<file path="config.mk">
export PLATFORM = sky130hd
export DESIGN_NAME = cpld_uart_ctrl
export DESIGN_NICKNAME = d
export VERILOG_FILES = /design/src/rtl/cpu_uart_pkg.sv /design/src/rtl/sync_fifo.sv /design/src/rtl/cpld_uart_ctrl.sv
export SDC_FILE = /design/constraint.sdc
export NUM_CORES = 1
export LEC_CHECK = 0
export CAP_MARGIN = 30
export CORE_MARGIN = 4
export CORE_UTILIZATION = 53
export DETAILED_ROUTE_END_ITERATION = 10
export GPL_TIMING_DRIVEN = 0
export PLACE_DENSITY_LB_ADDON = 0.15
export SLEW_MARGIN = 20
export SYNTH_ARGS = -nofsm -noshare
export SYNTH_HDL_FRONTEND = slang
export SYNTH_SLANG_ARGS = --single-unit
</file>
<file path="constraint.sdc">
create_clock -name clk -period 3 [get_ports clk]
set_input_delay 0.45 -clock clk [delete_from_list [all_inputs] [get_ports clk]]
set_output_delay 0.45 -clock clk [all_outputs]
set_load 0.02 [all_outputs]
</file>
<file path="src/rtl/cpu_uart_pkg.sv">
// Shared definitions for the CPLD UART bridge: controller state codes and
// default bus timing.
package cpu_uart_pkg;

  localparam int DEF_DATA_W    = 8;
  localparam int DEF_RX_DEPTH  = 4;
  localparam int DEF_PULSE_CYC = 3;
  localparam int DEF_SETUP_CYC = 1;

  typedef logic [2:0] state_t;

  localparam state_t ST_IDLE         = 3'd0;
  localparam state_t ST_RD_PULSE     = 3'd1;
  localparam state_t ST_RD_HOLD      = 3'd2;
  localparam state_t ST_WR_SETUP     = 3'd3;
  localparam state_t ST_WR_PULSE     = 3'd4;
  localparam state_t ST_WR_WAIT_TBRE = 3'd5;
  localparam state_t ST_WR_WAIT_TSRE = 3'd6;

endpackage

</file>
<file path="src/rtl/sync_fifo.sv">
// Small synchronous FIFO holding bytes read from the UART until the CPU
// consumes them.
module sync_fifo #(
  parameter int WIDTH = 8,
  parameter int DEPTH = 4
) (
  input  logic                       clk,
  input  logic                       rst_n,
  input  logic                       push,
  input  logic [WIDTH-1:0]           push_data,
  input  logic                       pop,
  output logic [WIDTH-1:0]           pop_data,
  output logic [$clog2(DEPTH):0]     count,
  output logic                       full,
  output logic                       empty
);

  localparam int AW = (DEPTH > 1) ? $clog2(DEPTH) : 1;
  localparam int CW = $clog2(DEPTH) + 1;

  logic [WIDTH-1:0] mem [DEPTH];
  logic [AW-1:0]    wr_ptr;
  logic [AW-1:0]    rd_ptr;
  logic             do_push;
  logic             do_pop;

  assign full     = (count == CW'(DEPTH));
  assign empty    = (count == '0);
  assign do_push  = push && !full;
  assign do_pop   = pop && !empty;
  assign pop_data = mem[rd_ptr];

  // NOTE: storage is deliberately left out of reset; count/pointers alone
  // decide validity, and an un-reset array maps onto plain RAM/flops.
  always_ff @(posedge clk) begin
    if (do_push) mem[wr_ptr] <= push_data;
  end

  // NOTE: sequential state is written with non-blocking assignments only, so
  // every register samples pre-edge values regardless of statement order.
  always_ff @(posedge clk or negedge rst_n) begin
    if (!rst_n) begin
      wr_ptr <= '0;
      rd_ptr <= '0;
      count  <= '0;
    end else begin
      if (do_push) wr_ptr <= wr_ptr + AW'(1);
      if (do_pop)  rd_ptr <= rd_ptr + AW'(1);
      case ({do_push, do_pop})
        2'b10:   count <= count + CW'(1);
        2'b01:   count <= count - CW'(1);
        default: count <= count;
      endcase
    end
  end

endmodule

</file>
<file path="src/rtl/cpld_uart_ctrl.sv">
// Bridges a CPU byte handshake to an external UART that shares the base-RAM
// data bus, generating rdn/wrn strobes and arbitrating for the bus.
module cpld_uart_ctrl
  import cpu_uart_pkg::*;
#(
  parameter int DATA_W    = DEF_DATA_W,
  parameter int RX_DEPTH  = DEF_RX_DEPTH,
  parameter int PULSE_CYC = DEF_PULSE_CYC,
  parameter int SETUP_CYC = DEF_SETUP_CYC
) (
  input  logic                        clk,
  input  logic                        rst,
  input  logic                        tx_valid,
  input  logic [DATA_W-1:0]           tx_data,
  output logic                        tx_ready,
  output logic                        rx_valid,
  output logic [DATA_W-1:0]           rx_data,
  input  logic                        rx_ready,
  output logic [$clog2(RX_DEPTH):0]   rx_count,
  output logic                        busy,
  output logic                        bus_req,
  input  logic                        bus_gnt,
  input  logic [DATA_W-1:0]           bus_data_i,
  output logic [DATA_W-1:0]           bus_data_o,
  output logic                        bus_oe,
  output logic                        uart_rdn,
  output logic                        uart_wrn,
  input  logic                        uart_dataready,
  input  logic                        uart_tbre,
  input  logic                        uart_tsre
);

  localparam int CNT_MAX = (PULSE_CYC > SETUP_CYC) ? PULSE_CYC : SETUP_CYC;
  localparam int CNT_W   = (CNT_MAX > 1) ? $clog2(CNT_MAX) : 1;

  logic [2:0]        sync1;
  logic [2:0]        sync2;
  logic              dr_s;
  logic              tbre_s;
  logic              tsre_s;

  state_t            state;
  state_t            state_nxt;
  logic [CNT_W-1:0]  cnt;
  logic [CNT_W-1:0]  cnt_nxt;
  logic [DATA_W-1:0] rd_byte;
  logic [DATA_W-1:0] tx_hold;
  logic              tx_full;
  logic              fifo_full;
  logic              fifo_empty;
  logic              rd_pend;
  logic              wr_pend;
  logic              pulse_last;
  logic              setup_last;
  logic              wr_start;

  always_ff @(posedge clk or negedge rst) begin
    if (!rst) begin
      sync1 <= '0;
      sync2 <= '0;
    end else begin
      sync1 <= {uart_dataready, uart_tbre, uart_tsre};
      sync2 <= sync1;
    end
  end

  assign {dr_s, tbre_s, tsre_s} = sync2;

  assign rd_pend    = dr_s && !fifo_full;
  assign wr_pend    = tx_full;
  assign pulse_last = (cnt == CNT_W'(PULSE_CYC - 1));
  assign setup_last = (cnt == CNT_W'(SETUP_CYC - 1));
  assign wr_start   = (state == ST_IDLE) && (state_nxt == ST_WR_SETUP);
  assign tx_ready   = !tx_full;
  assign busy       = (state != ST_IDLE);
  assign rx_valid   = !fifo_empty;

  // NOTE: every always_comb output gets a default first so no path leaves a
  // value unassigned and no latch is inferred.
  always_comb begin
    state_nxt = state;
    cnt_nxt   = cnt;
    bus_req   = 1'b0;
    case (state)
      ST_IDLE: begin
        cnt_nxt = '0;
        bus_req = rd_pend || wr_pend;
        // Read wins when both are pending on the same grant.
        if (bus_gnt && rd_pend)      state_nxt = ST_RD_PULSE;
        else if (bus_gnt && wr_pend) state_nxt = ST_WR_SETUP;
      end
      ST_RD_PULSE: begin
        bus_req = 1'b1;
        if (pulse_last) begin
          state_nxt = ST_RD_HOLD;
          cnt_nxt   = '0;
        end else begin
          cnt_nxt = cnt + CNT_W'(1);
        end
      end
      ST_RD_HOLD: state_nxt = ST_IDLE;
      ST_WR_SETUP: begin
        bus_req = 1'b1;
        if (setup_last) begin
          state_nxt = ST_WR_PULSE;
          cnt_nxt   = '0;
        end else begin
          cnt_nxt = cnt + CNT_W'(1);
        end
      end
      ST_WR_PULSE: begin
        bus_req = 1'b1;
        if (pulse_last) begin
          state_nxt = ST_WR_WAIT_TBRE;
          cnt_nxt   = '0;
        end else begin
          cnt_nxt = cnt + CNT_W'(1);
        end
      end
      ST_WR_WAIT_TBRE: if (tbre_s) state_nxt = ST_WR_WAIT_TSRE;
      ST_WR_WAIT_TSRE: if (tsre_s) state_nxt = ST_IDLE;
      default:         state_nxt = ST_IDLE;
    endcase
  end

  // Strobes are registered from the next state so they are glitch-free and
  // still fall back to idle levels the moment reset asserts.
  always_ff @(posedge clk or negedge rst) begin
    if (!rst) begin
      state      <= ST_IDLE;
      cnt        <= '0;
      uart_rdn   <= 1'b1;
      uart_wrn   <= 1'b1;
      bus_oe     <= 1'b0;
      bus_data_o <= '0;
      rd_byte    <= '0;
      tx_hold    <= '0;
      tx_full    <= 1'b0;
    end else begin
      state    <= state_nxt;
      cnt      <= cnt_nxt;
      uart_rdn <= (state_nxt != ST_RD_PULSE);
      uart_wrn <= (state_nxt != ST_WR_PULSE);
      bus_oe   <= (state_nxt == ST_WR_SETUP) || (state_nxt == ST_WR_PULSE);
      if ((state == ST_RD_PULSE) && pulse_last) rd_byte <= bus_data_i;
      if (wr_start) begin
        bus_data_o <= tx_hold;
        tx_full    <= 1'b0;
      end else if (tx_valid && !tx_full) begin
        tx_hold <= tx_data;
        tx_full <= 1'b1;
      end
    end
  end

  sync_fifo #(
    .WIDTH (DATA_W),
    .DEPTH (RX_DEPTH)
  ) u_rx_fifo (
    .clk       (clk),
    .rst_n     (rst),
    .push      (state == ST_RD_HOLD),
    .push_data (rd_byte),
    .pop       (rx_ready),
    .pop_data  (rx_data),
    .count     (rx_count),
    .full      (fifo_full),
    .empty     (fifo_empty)
  );

endmodule
</file>
# == Word level (Yosys, flattened, before mapping) ==
# Memories as Yosys holds them, arrays and structs flattened.
# Index checks and enable logic that the tools add are counted.
# totals
ff_bits,46
ramBits,32
inputBits,24
output_inout_bits,26
word_cells,75
memories,1
# mem_list
memory,depth,width,rd,rd_clocked_by_memory_dff,write_ports,line,text
u_rx_fifo.mem,4,8,1,0,1,sync_fifo.sv:21,logic [WIDTH-1:0] mem [DEPTH];
# op_classes
add_sub_neg,5
n_eq_ne,14
mux,17
bitwise_logic,1
n_reduce_logical,23
# ops
op,n
3-bit 2-to-1 mux,7
3-bit case mux with 6 select lines,1
"3-bit == test, second input constant",5
"3-bit by 2-bit == test with 1-bit output, second input constant",3
1-bit logical AND,8
"2-bit by 1-bit adder with 2-bit output, second input constant",3
3-bit logical NOT,2
2-bit case mux with 3 select lines,1
3-bit case mux with 2 select lines,1
3-bit nonzero test,2
"2-bit == test, second input constant",2
1-bit 2-to-1 mux,4
2-bit 2-to-1 mux,2
2-bit nonzero test,2
"3-bit by 1-bit adder with 3-bit output, second input constant",1
"3-bit by 1-bit == test with 1-bit output, second input constant",1
1-bit logical NOT,3
"3-bit by 1-bit inequality test with 1-bit output, second input constant",1
"3-bit inequality test, second input constant",1
3-bit OR reduction,1
"3-bit by 1-bit subtractor with 3-bit output, second input constant",1
"2-bit by 1-bit == test with 1-bit output, second input constant",1
2-bit logical NOT,1
1-bit logical OR,2
other kinds (4),4

# == Longest topological paths before layout ==
# Gate-level depths: netlist (run 1).
# logic_depth
word_depth,10
depth_mapped,11
depth_no_buf,9

# == Hierarchy ==
# A second synthesis (run 1) with hierarchy kept.
# hier_totals
hier_cells,198
area_unflattened_um2,3243.1
# modules_own_cells
mod,instances,cells_each,area_each_um2,seq_area_each_um2
cpld_uart_ctrl,1,118,1659.1,978.4
sync_fifo,1,80,1584.0,1136.1

# == Worst setup path after synthesis (run 1) ==
# OpenSTA, ideal clock, no wires.
# synth_timing
kind,reg-to-reg
startpoint,register u_rx_fifo.count[1]
endpoint,register u_rx_fifo.count[2]
setup_time_ns,0.080
arrival_ns,2.211
required_time_ns,2.920
path_slack_ns,0.709
stages_incl_launch_ff,11
synth_period_minus_slack_ns,2.291
path_cell_list,dfrtp_1 -> or3b_1 -> and3_1 -> clkbuf_1 -> inv_1 -> ha_1 -> inv_1 -> fa_1 -> xor2_1 -> nor2_1 -> xor2_1
# synth_via
elab_chain_cells,5
# synth_rtl
element,line,text
"start, declared",sync_fifo.sv:13,"output logic [$clog2(DEPTH):0] count,"
"start signal, assigned",sync_fifo.sv:50,2'b10: count <= count + CW'(1);
"start signal, assigned",sync_fifo.sv:51,2'b01: count <= count - CW'(1);
"start signal, assigned",sync_fifo.sv:52,default: count <= count;
3-bit == test or 3-bit logical NOT (tied branches),"sync_fifo.sv:27, sync_fifo.sv:28",
1-bit logical NOT (on tied branches),"sync_fifo.sv:29, sync_fifo.sv:30",
1-bit logical AND (on tied branches),"sync_fifo.sv:29, sync_fifo.sv:30",
2-bit by 1-bit == test with 1-bit output or 2-bit == test (tied branches),sync_fifo.sv:49,"case ({do_push, do_pop})"
3-bit case mux with 2 select lines or 2-bit nonzero test (tied branches),n/a,
# Several ways; a longest one is shown, not always the timed one.
# A chain may end at the register's enable or synchronous reset.

# == Final worst setup path (run 1) ==
# layout_timing
startpoint,register u_rx_fifo.count[1]
endpoint,output port bus_req
# layout_via
elab_chain_cells,5
# layout_rtl
element,line,text
3-bit == test,sync_fifo.sv:27,assign full = (count == CW'(DEPTH));
1-bit logical NOT,cpld_uart_ctrl.sv:69,assign rd_pend = dr_s && !fifo_full;
1-bit logical AND,cpld_uart_ctrl.sv:69,
1-bit logical OR,cpld_uart_ctrl.sv:87,bus_req = rd_pend || wr_pend;
1-bit case mux with 2 select lines,cpld_uart_ctrl.sv:84,case (state)
"end, declared",cpld_uart_ctrl.sv:21,"output logic bus_req,"
# Every way passes these cells.

==> summary.txt, run 1 <==
Clock network
  • CTS root buffer: clkbuf_8
  • CTS tree: yes
  • Clk slew on worst S/H paths: approximately 0.080 ns
  • Total CTS buffers: 9
  • H-Tree Level Count: 3
  • Setup bufs post-CTS: 0
  • Worst-Skew Late Latency: 0.34 ns
  • Max Buffers Root-to-Sink: 2
  • Post-CTS Hold Fix Bufs: 0
  • Post-CTS resize count: 0
  • CTS sink count: 78

GRT
  • Vias in the first global route: 1934
  • Initial antenna violation count: 0
  • Largest net degree at the start of global routing: 30
  • Grt ovf: 0
  • GRT Util Overall: 16.56%
  • Global-route wire length before repair: 9211 um

Cells and area
  • Share of post-route cells with drive strength above 1: between 20% and 30%
  • Area grow syn2layout: 23.97%
  • Post-layout util: between 60% and 70%
  • Fill count: 436
  • Antenna fix cells: 0
  • NumNets Final: 296

Die
  • Site Rows: 28
  • Chip Width: 85.95 um
  • Die Y: 85.95 um
  • Initial core utilization: 54.40%
  • Num ports: 50
  • Die ar.: about 7400 um^2
  • Core area: 5921 um^2

Timing
  • # setup viols final: 0
  • Worst Skew: around 0.0086 ns
  • Worst-Margin Slew: a little over 0.7 ns
  • Tcrit/Tclk final: approximately 90%
  • RSZ-0062 raised after global routing: no
  • Hold WS: 0.1510 ns
  • Fin Setup TNS: 0 ns
  • Max Slew Vio Count: 0
  • Fmax: 0.3715 GHz
  • Slew HR: 53.03%
  • Post-layout min period: 2.692 ns
  • Final hold viol count: 0

Worst setup path
  • Critical Path RT: ~2.6 ns
  • Crit-path max FO: 5
  • Setup crit end: bus_req
  • Crit start category: flip-flop
  • Crit Path Class: flip-flop to primary output
  • Worst R2R End: u_rx_fifo.count[2]
  • CP arrival: around 2.2 ns
  • Max incr delay on CP: 0.56 ns
  • Critical Path Start: u_rx_fifo.count[1]
  • R2R depth: 10
  • Worst R2R Start: u_rx_fifo.count[1]
  • Worst path cell trace: or3b_1 > a21oi_1 > nor2b_1 > o31ai_1 > clkdlybuf4s50_1
  • R2R setup slack: 0.58 ns
  • Critical path capture point type: primary output
  • CP max stage cell: clkdlybuf4s50_1

Synth
  • Yosys top cell area share: 34.19%
  • Post-Synth XOR/XNOR Area: 1.904%
  • Syn Area/Cell: 16.10 um^2
  • Post-synth net total: 235
  • Netlist Area Pre-Place: ~3200 um^2
  • Distinct cells, synth: 39
  • Mux share of post-synthesis cell area: 15.54%
  • Post-synth top cells: dfrtp_1, edfxtp_1, mux2_2
  • Ys Warns: 0
  • Synth Area in Simple Gates: 5.866%
  • Post-Synth Adder-Cell Area: under 10%
  • FFs w/ async S/R, synth: between 50% and 60%
  • Yosys reg bits: a little under 80
  • Post-synthesis sequential area ratio: 65.66%
  • Largest cells by area after synthesis: dfrtp_1, edfxtp_1, mux2_2, mux4_2, ha_1
  • Main combinational cell family by area after synthesis: multiplexers
  • Gate Count Post-Synth: 200
  • Dominant synthesized flop cell: dfrtp_1
  • Post-synth EDFFs: 32
  • Area leader, netlist: dfrtp_1
  • Most common cell in the netlist: dfrtp_1
  • Synth Area in Compound Gates: around 3.8%

Route
  • DRT Wirelength: 5428 um
  • Drc violations: 0
  • DRT Pass-1 Iters: 4
  • Vias: around 1800
  • Antenna Violating Nets Remaining: 0
  • Via density: 5.255
  • DR WL/cell: 15.92 um
  • First DRT Iteration DRCs: approximately 100

Power and ir drop
  • VDD IR max: ~0.55 mV
  • Leakage power: 1.621 nW
  • Pwr Density: about 1000 nW/um^2

Place
  • # port buffers: 49
  • HPWL after DPL: 3716 um
  • Routability cong.: between 0.7 and 0.8

Outcome
  • Status: finished clean

Flow run
  • Max Cap Viol: 0

Hold path
  • HP Class: primary input to async pin
==> flip-flops by register name (all words and copies together) (netlist names), 2 cells and up <==
name	flops
bus_data_o	8
rd_byte	8
u_rx_fifo.count	3
state	3
sync1	3
u_rx_fifo.wr_ptr	2
cnt	2
u_rx_fifo.mem	32
u_rx_fifo.rd_ptr	2
tx_hold	8
sync2	3
==> layer usage <==
| layer | GRT usage (%) | vias up | part of all wire (%) |
|---|---|---|---|
| met2 | 26.35 | 39 | 49 |
| met3 | 3.650 | 9 | 4.0 |
| li1 | - | 840 | - |
| met4 | 8.201 | 0 | 1.9 |
| met5 | 0 | - | 0 |
| met1 | 21.52 | 904 | 45 |
==> cell type report <==
class                           count  area [um^2]  area share, %
Clock inverter                      6        37.54         0.9401
Multi-Input combinational cell    101         1017          25.48
Clock buffer                       10        127.6          3.196
Inverter                           12        45.04          1.128
Tap cell                           75        93.84          2.350
Buffer                              9        43.79          1.097
Sequential cell                    78         2115          52.96
Timing Repair Buffer               50        513.0          12.85
==> stage by stage <==
| stage | total power [mW] | setup slack, ns | std cells | instance area [um^2] |
|---|---|---|---|---|
| floorplan | 2.742 | 0.7091 | 200 | 3221 |
| detailed placement | 3.365 | 0.5712 | 325 | 3827 |
| finish | 3.994 | 0.3079 | 341 | 3993 |
| CTS | 4.045 | 0.2791 | 341 | 3993 |
| global placement | 3.315 | 0.1682 | 324 | 3805 |
| global route | 4.268 | 0.2205 | 341 | 3993 |
==> worst min-delay path by stage <==
| stage | cells after the start | startpoint | endpoint | slack, ns |
|---|---|---|---|---|
| final | 1 | rst | tx_hold[6] | 0.15 |
| after global routing | 1 | rst | tx_hold[6] | 0.20 |
| after CTS | 1 | rst | tx_hold[6] | 0.17 |
| after detailed placement | 0 | sync1[0] | sync2[0] | 0.33 |
| after global placement | 0 | sync1[2] | sync2[2] | 0.33 |
| after floorplan | 0 | rst | bus_data_o[0] | 0.15 |
==> report_power, final <==
| group | total [mW] | internal [mW] | switching (mW) |
|---|---|---|---|
| combinational | 1.65 | 0.861 | 0.788 |
| clock | 0.669 | 0.298 | 0.371 |
| sequential | 1.67 | 1.48 | 0.197 |
==> layout by cell type (no fill, tap or decap), types with 2 or more instances in the layout <==
cell             Yosys  routed
xor2_1               3       3
dfrtp_1             44      44
mux2i_1              2       2
a221o_1              2       2
mux4_2               8       8
buf_2                2       3
nand2_1              5       5
clkbuf_1             5       6
inv_1               12      12
clkdlybuf4s50_1      0      48
xnor2_1              4       4
edfxtp_1            32      32
ha_1                10      10
mux2_4               8       8
a21oi_1              2       2
clkinv_1             0       2
nor2b_1              5       5
and2_1               6       6
dfstp_2              2       2
mux2_2              16      16
and3_1               4       4
clkbuf_8             0       9
o21ai_0              6       6
nor2_1               4       4
==> cell families (layout without fill, tap and decap cells) <==
kind of cell               count (synthesis)  in the layout
buffers and inverters                     21             87
xor gates and xnor gates                   7              7
adders and majority gates                 11             11
and+or+nand+nor                           32             32
DFF                                       78             78
AOI/OAI and AO/OA                         17             17
muxes                                     34             34
==> critical path, delay by kind of cell (launching register included) <==
family	cells	cell delay [ns]
AND/OR/NAND/NOR	2	0.62
flip-flops	1	0.43
buffers and inverters	1	0.56
AO/OA/AOI/OAI	2	0.30
Note: power is estimated with default switching activity, not from simulation.
==> inputs of run 2 (changes only) <==
PLACE_DENSITY_LB_ADDON = 0.1   (was 0.15)
==> run 2 against run 1 <==
  * Total power up 2.3%
  * Clock-buffer cell count grew 1
  * Sequential cell count stayed put
  * Sequential share of layout area down 0.36 points
  * Die area unchanged
  * Critical endpoint unchanged
  * Critical path type unchanged
  * Largest power group unchanged
==> summary.txt, run 2 (synthesis results as in run 1) <==
Outcome
  • Status: finished clean

Cells and area
  • Share of post-route cells with drive strength above 1: 21.05%
  • NumNets Final: 296
  • Fill count: between 400 and 500
  • Area grow syn2layout: 24.83%
  • Fin cells: 341
  • Post-layout util: 67.90%
  • Most common cell after layout, fill and taps aside: clkdlybuf4s50_1
  • Antenna fix cells: 0
  • Commonest cells after routing, fill and taps aside: clkdlybuf4s50_1, dfrtp_1, edfxtp_1
  • Max FFs per register: 32
  • Largest Register: u_rx_fifo.mem

Timing
  • Slew HR: 60.23%
  • Max Slew Vio Count: 0
  • Tcrit/Tclk final: 89.76%
  • Post-layout min period: 2.693 ns
  • Fmax: 0.3713 GHz
  • # setup viols final: 0
  • Worst Skew: 0.009943 ns
  • Fin Setup TNS: 0 ns
  • Final hold viol count: 0
  • Worst-Margin Slew: 0.5872 ns
  • RSZ-0062 raised after global routing: no

Worst setup path
  • Critical path buffer and inverter count: 1
  • CP arrival: about 2.2 ns
  • CP max stage cell: clkdlybuf4s50_1
  • Critical path capture point type: primary output
  • Largest delay share family, worst path: simple AND/OR/NAND/NOR gates
  • Crit start category: flip-flop
  • Worst path cell trace: or3b_1 > a21oi_1 > nor2b_1 > o31ai_1 > clkdlybuf4s50_1
  • Critical Path RT: 2.55 ns
  • Max incr delay on CP: approximately 0.55 ns
  • Crit-path max FO: 5
  • Crit Path Class: flip-flop to primary output

Power and ir drop
  • Comb pwr share: 40.2%
  • Leakage power: ~1.6 nW
  • Internal power: approximately 2.7 mW
  • Pwr Density: 1016 nW/um^2
  • VDD IR max: between 0.5 and 0.6 mV
  • Net switching fraction of the power: between 30% and 40%
  • Reg power frac: between 40% and 50%
  • P_sw: about 1.3 mW
  • Clk pwr share: 18.9%

Route
  • Via density: 5.226
  • DRT Pass-1 Iters: 4
  • Vias: about 1800
  • DR WL/cell: between 15 and 20 um
  • First DRT Iteration DRCs: 73
  • DRT Wirelength: between 5000 and 6000 um
  • Drc violations: 0
  • Antenna Violating Nets Remaining: 0

Clock network
  • Setup bufs post-CTS: 0
  • CTS sink count: 78
  • Total CTS buffers: 9
  • Clk slew on worst S/H paths: around 0.08 ns
  • CTS tree: yes
  • Post-CTS resize count: 0
  • Post-CTS Hold Fix Bufs: 0
  • CTS root buffer: clkbuf_8
  • Max Buffers Root-to-Sink: 2
  • H-Tree Level Count: 3
  • Worst-Skew Late Latency: 0.34 ns

Die
  • Initial core utilization: between 50% and 60%
  • Die ar.: 7387 um^2
  • Site Rows: 28
  • Chip Width: 85.95 um
  • Core area: 5921 um^2
  • Num ports: 50
  • Die Y: 85.95 um

GRT
  • Grt ovf: 0
  • GRT Util Overall: 15.95%
  • Vias in the first global route: around 1900
  • Largest net degree at the start of global routing: 28
  • Global-route wire length before repair: 8873 um
  • Initial antenna violation count: 0

Hold path
  • HP Class: primary input to async pin

Place
  • HPWL after DPL: 3685 um
  • # port buffers: 49
  • Routability cong.: 0.8039
  • Placed cells: 325

Flow run
  • Max Cap Viol: 0
-- run 2: worst paths after layout --
kind	from	endpoint	slack (ns)	depth (start not counted)
min in group clk	sync1[1]	sync2[1]	0.35	0
worst max-delay path	u_rx_fifo.count[1]	bus_req	0.31	5
max in group asynchronous	rst	uart_wrn	2.35	2
worst max register to register	u_rx_fifo.count[1]	u_rx_fifo.count[2]	0.60	10
worst min register to register	sync1[1]	sync2[1]	0.35	0
worst min-delay path	rst	rd_byte[2]	0.06	1
-- run 2: metal layers --
metal / GRT usage, % / wire, um / vias to the layer above
met5: 0 / 0 / -
met1: 19.94 / 2330 / 885
met3: 4.611 / 301 / 12
li1: - / - / 842
met2: 25.30 / 2522 / 43
met4: 8.201 / 128 / 0
-- run 2: power by group through the flow --
stage | sequential, mW | combinational, mW | clock (mW)
after floorplan | 1.76 | 0.984 | 0
after global placement | 1.68 | 1.63 | 0
after detailed placement | 1.69 | 1.66 | 0
after CTS | 1.67 | 1.67 | 0.795
after global routing | 1.71 | 1.79 | 0.848
final | 1.67 | 1.64 | 0.774
-- run 2: cell type report --
cell class | instances | area [um^2] | area share [%]
Buffer | 9 | 43.79 | 1.089
Clock inverter | 5 | 58.81 | 1.463
Clock buffer | 11 | 141.4 | 3.517
Tap cell | 75 | 93.84 | 2.334
Multi-Input combinational cell | 101 | 1017 | 25.30
Timing Repair Buffer | 50 | 505.5 | 12.57
Inverter | 12 | 45.04 | 1.120
Sequential cell | 78 | 2115 | 52.60
-- run 2: through the flow --
stage / power, mW / instance area [um^2] / hold WS (ns) / worst slack [ns]
global route: 4.349 / 4020 / 0.08754 / 0.1772
global placement: 3.319 / 3805 / 0.3322 / 0.1589
finish: 4.085 / 4020 / 0.06241 / 0.3071
detailed placement: 3.353 / 3820 / 0.3358 / 0.6007
CTS: 4.138 / 4020 / 0.07227 / 0.2801
floorplan: 2.742 / 3221 / 0.1544 / 0.7091
-- run 2: worst reg2reg max path: stages, from the launching register on --
cell,delay [ns]
dfrtp_1,0.42
or3b_1,0.44
and3_1,0.18
clkbuf_1,0.18
inv_1,0.09
ha_1,0.18
inv_1,0.06
fa_1,0.37
xor2_1,0.15
nor2_1,0.12
xor2_1,0.14
==> inputs of run 3 (changes only) <==
ABC_AREA = 1   (was not set)
CAP_MARGIN = not set   (was 30)
==> run 3 against run 2 <==
  * Clock power decreased by 16%
  * Global-route usage is 1.3 points higher
  * Total power shrank 3.7%
  * Clock-buffer cell count decreased by 1
  * Utilization shrank 0.64 points
  * Critical endpoint is now rx_data[1]
  * Largest cell class unchanged
==> summary.txt, run 3 <==
Outcome
  • Status: finished clean

Die
  • Chip Width: 85.67 um
  • Initial core utilization: between 50% and 60%
  • Die ar.: between 7000 and 8000 um^2
  • Site Rows: 28
  • Core area: 5886 um^2
  • Die Y: 85.67 um
  • Num ports: 50

Synth
  • Syn Area/Cell: about 11 um^2
  • FFs w/ async S/R, synth: 58.97%
  • Area leader, netlist: dfrtp_1
  • Post-synth EDFFs: 32
  • Most common cell in the netlist: nand2_1
  • Yosys reg bits: 78
  • Distinct cells, synth: 28
  • Netlist Area Pre-Place: 3197 um^2
  • Main combinational cell family by area after synthesis: simple AND/OR/NAND/NOR gates
  • Post-synth top cells: nand2_1, dfrtp_1, edfxtp_1
  • Ys Warns: 0
  • Post-Synth Adder-Cell Area: 4.540%
  • Dominant synthesized flop cell: dfrtp_1
  • Synth Area in Compound Gates: 6.067%
  • Gate Count Post-Synth: 287
  • Mux share of post-synthesis cell area: 2.818%
  • Synth Area in Simple Gates: 15.26%
  • Largest cells by area after synthesis: dfrtp_1, edfxtp_1, nand2_1, ha_1, nor2_1
  • Yosys top cell area share: 34.44%
  • Post-Synth XOR/XNOR Area: under 10%
  • Post-synthesis sequential area ratio: between 60% and 70%
  • Post-synth net total: 322

Place
  • # port buffers: 49
  • Placed cell area: about 3800 um^2
  • Placed cells: 412
  • HPWL after DPL: 4044 um
  • Routability cong.: ~0.83

Clock network
  • Total CTS buffers: 9
  • Post-CTS Hold Fix Bufs: 0
  • Setup bufs post-CTS: 0
  • CTS root buffer: clkbuf_8
  • H-Tree Level Count: 3
  • Worst-Skew Late Latency: 0.33 ns
  • Post-CTS resize count: 0
  • CTS sink count: 78
  • Max Buffers Root-to-Sink: 2
  • CTS tree: yes
  • Clk slew on worst S/H paths: 0.08 ns

Cells and area
  • Area grow syn2layout: 23.84%
  • Fin cells: ~430
  • Fin area: 3959 um^2
  • Area of the multi-input gates: 960.9 um^2
  • Antenna fix cells: 0
  • NumNets Final: 382
  • Commonest cells after routing, fill and taps aside: nand2_1, clkdlybuf4s50_1, dfrtp_1
  • Reg area: 2115 um^2
  • Max FFs per register: 32
  • Share of post-route cells with drive strength above 1: slightly below 10%
  • Most common cell after layout, fill and taps aside: nand2_1
  • Largest Register: u_rx_fifo.mem
  • Fill count: 455

Timing
  • Fmax: between 0.3 and 0.4 GHz
  • RSZ-0062 raised after global routing: no
  • Slew HR: between 40 and 50%
  • Post-layout min period: 2.649 ns
  • Worst Skew: 0.009222 ns
  • Final hold viol count: 0
  • Worst-Margin Slew: 0.7520 ns
  • Fin Setup TNS: 0 ns
  • Tcrit/Tclk final: 88.31%
  • Hold WS: 0.05041 ns
  • Max Slew Vio Count: 0
  • # setup viols final: 0

Worst setup path
  • CP arrival: roughly 2.2 ns
  • Critical path capture point type: primary output
  • Critical Path Start: u_rx_fifo.rd_ptr[0]
  • Crit start category: flip-flop
  • Crit-path max FO: 10
  • Worst R2R Start: u_rx_fifo.count[0]
  • Critical Path RT: 2.55 ns
  • Crit Path Class: flip-flop to primary output

GRT
  • Global-route wire length before repair: 9625 um
  • Grt ovf: 0
  • GRT Util Overall: 17.24%
  • Largest net degree at the start of global routing: 30
  • Vias in the first global route: between 2000 and 2500
  • Initial antenna violation count: 0

Power and ir drop
  • Leakage power: 1.712 nW
  • VDD IR max: 0.5557 mV
  • Design Power: ~3.9 mW
  • Pwr Density: 994.2 nW/um^2

Route
  • Via density: 4.927
  • First DRT Iteration DRCs: 104
  • Antenna Violating Nets Remaining: 0
  • Drc violations: 0
  • DRT Pass-1 Iters: 4
  • DRT Wirelength: 5685 um
  • Vias: 2104
  • DR WL/cell: ~13 um

Hold path
  • HP Class: primary input to async pin

Flow run
  • Max Cap Viol: 0
[run 3: layout make-up]
class	count	area share (%)
Tap cell	75	2.370
Timing Repair Buffer	50	12.77
Sequential cell	78	53.41
Clock inverter	6	0.9798
Multi-Input combinational cell	179	24.27
Clock buffer	10	3.224
Inverter	26	2.465
Buffer	3	0.5057
[run 3: critical path: stages, from the launching register on]
cell and delay, ns:
dfrtp_1 0.32, buf_2 0.19, clkbuf_1 0.45, nor2_1 0.10, o22ai_1 0.17, clkdlybuf4s50_1 0.63
[run 3: worst paths after layout]
check                                 endpoint  slack, ns  cells past startpoint
max                                 rx_data[1]       0.35                      5
min                        u_rx_fifo.wr_ptr[0]       0.05                      1
max reg2reg                 u_rx_fifo.count[2]       0.83                      9
min reg2reg                           sync2[1]       0.36                      0
max in group asynchronous             uart_wrn       2.38                      2
min in group clk                      sync2[1]       0.36                      0
[run 3: power breakdown]
group | internal, mW | switching [mW] | total (mW) | leakage [nW]
sequential | 1.47 | 0.219 | 1.69 | 0.842
clock | 0.297 | 0.354 | 0.651 | 0.0820
combinational | 0.689 | 0.903 | 1.59 | 0.788
[run 3: cells by family after synthesis]
family                   count (synthesis)
AND/OR/NAND/NOR                        120
flip-flops                              78
AO/OA/AOI/OAI                           35
buffers and inverters                   30
adder cells (fa/ha/maj)                 11
multiplexers                             8
XOR/XNOR                                 5
[run 3: routing by layer]
| layer | global-route usage (%) | share of wire (%) |
|---|---|---|
| met2 | 28.25 | 51 |
| met4 | 9.496 | 1.5 |
| met1 | 20.88 | 42 |
| met3 | 4.419 | 5.2 |
| met5 | 0 | 0 |
[run 3: metrics by stage]
step | utilization, % | setup WS [ns]
after floorplan | - | 0.9103
after global placement | 64.24 | 0.2024
after detailed placement | 64.50 | 0.5073
after CTS | 67.33 | 0.1360
after global routing | 67.26 | 0.1647
final | 67.26 | 0.3508
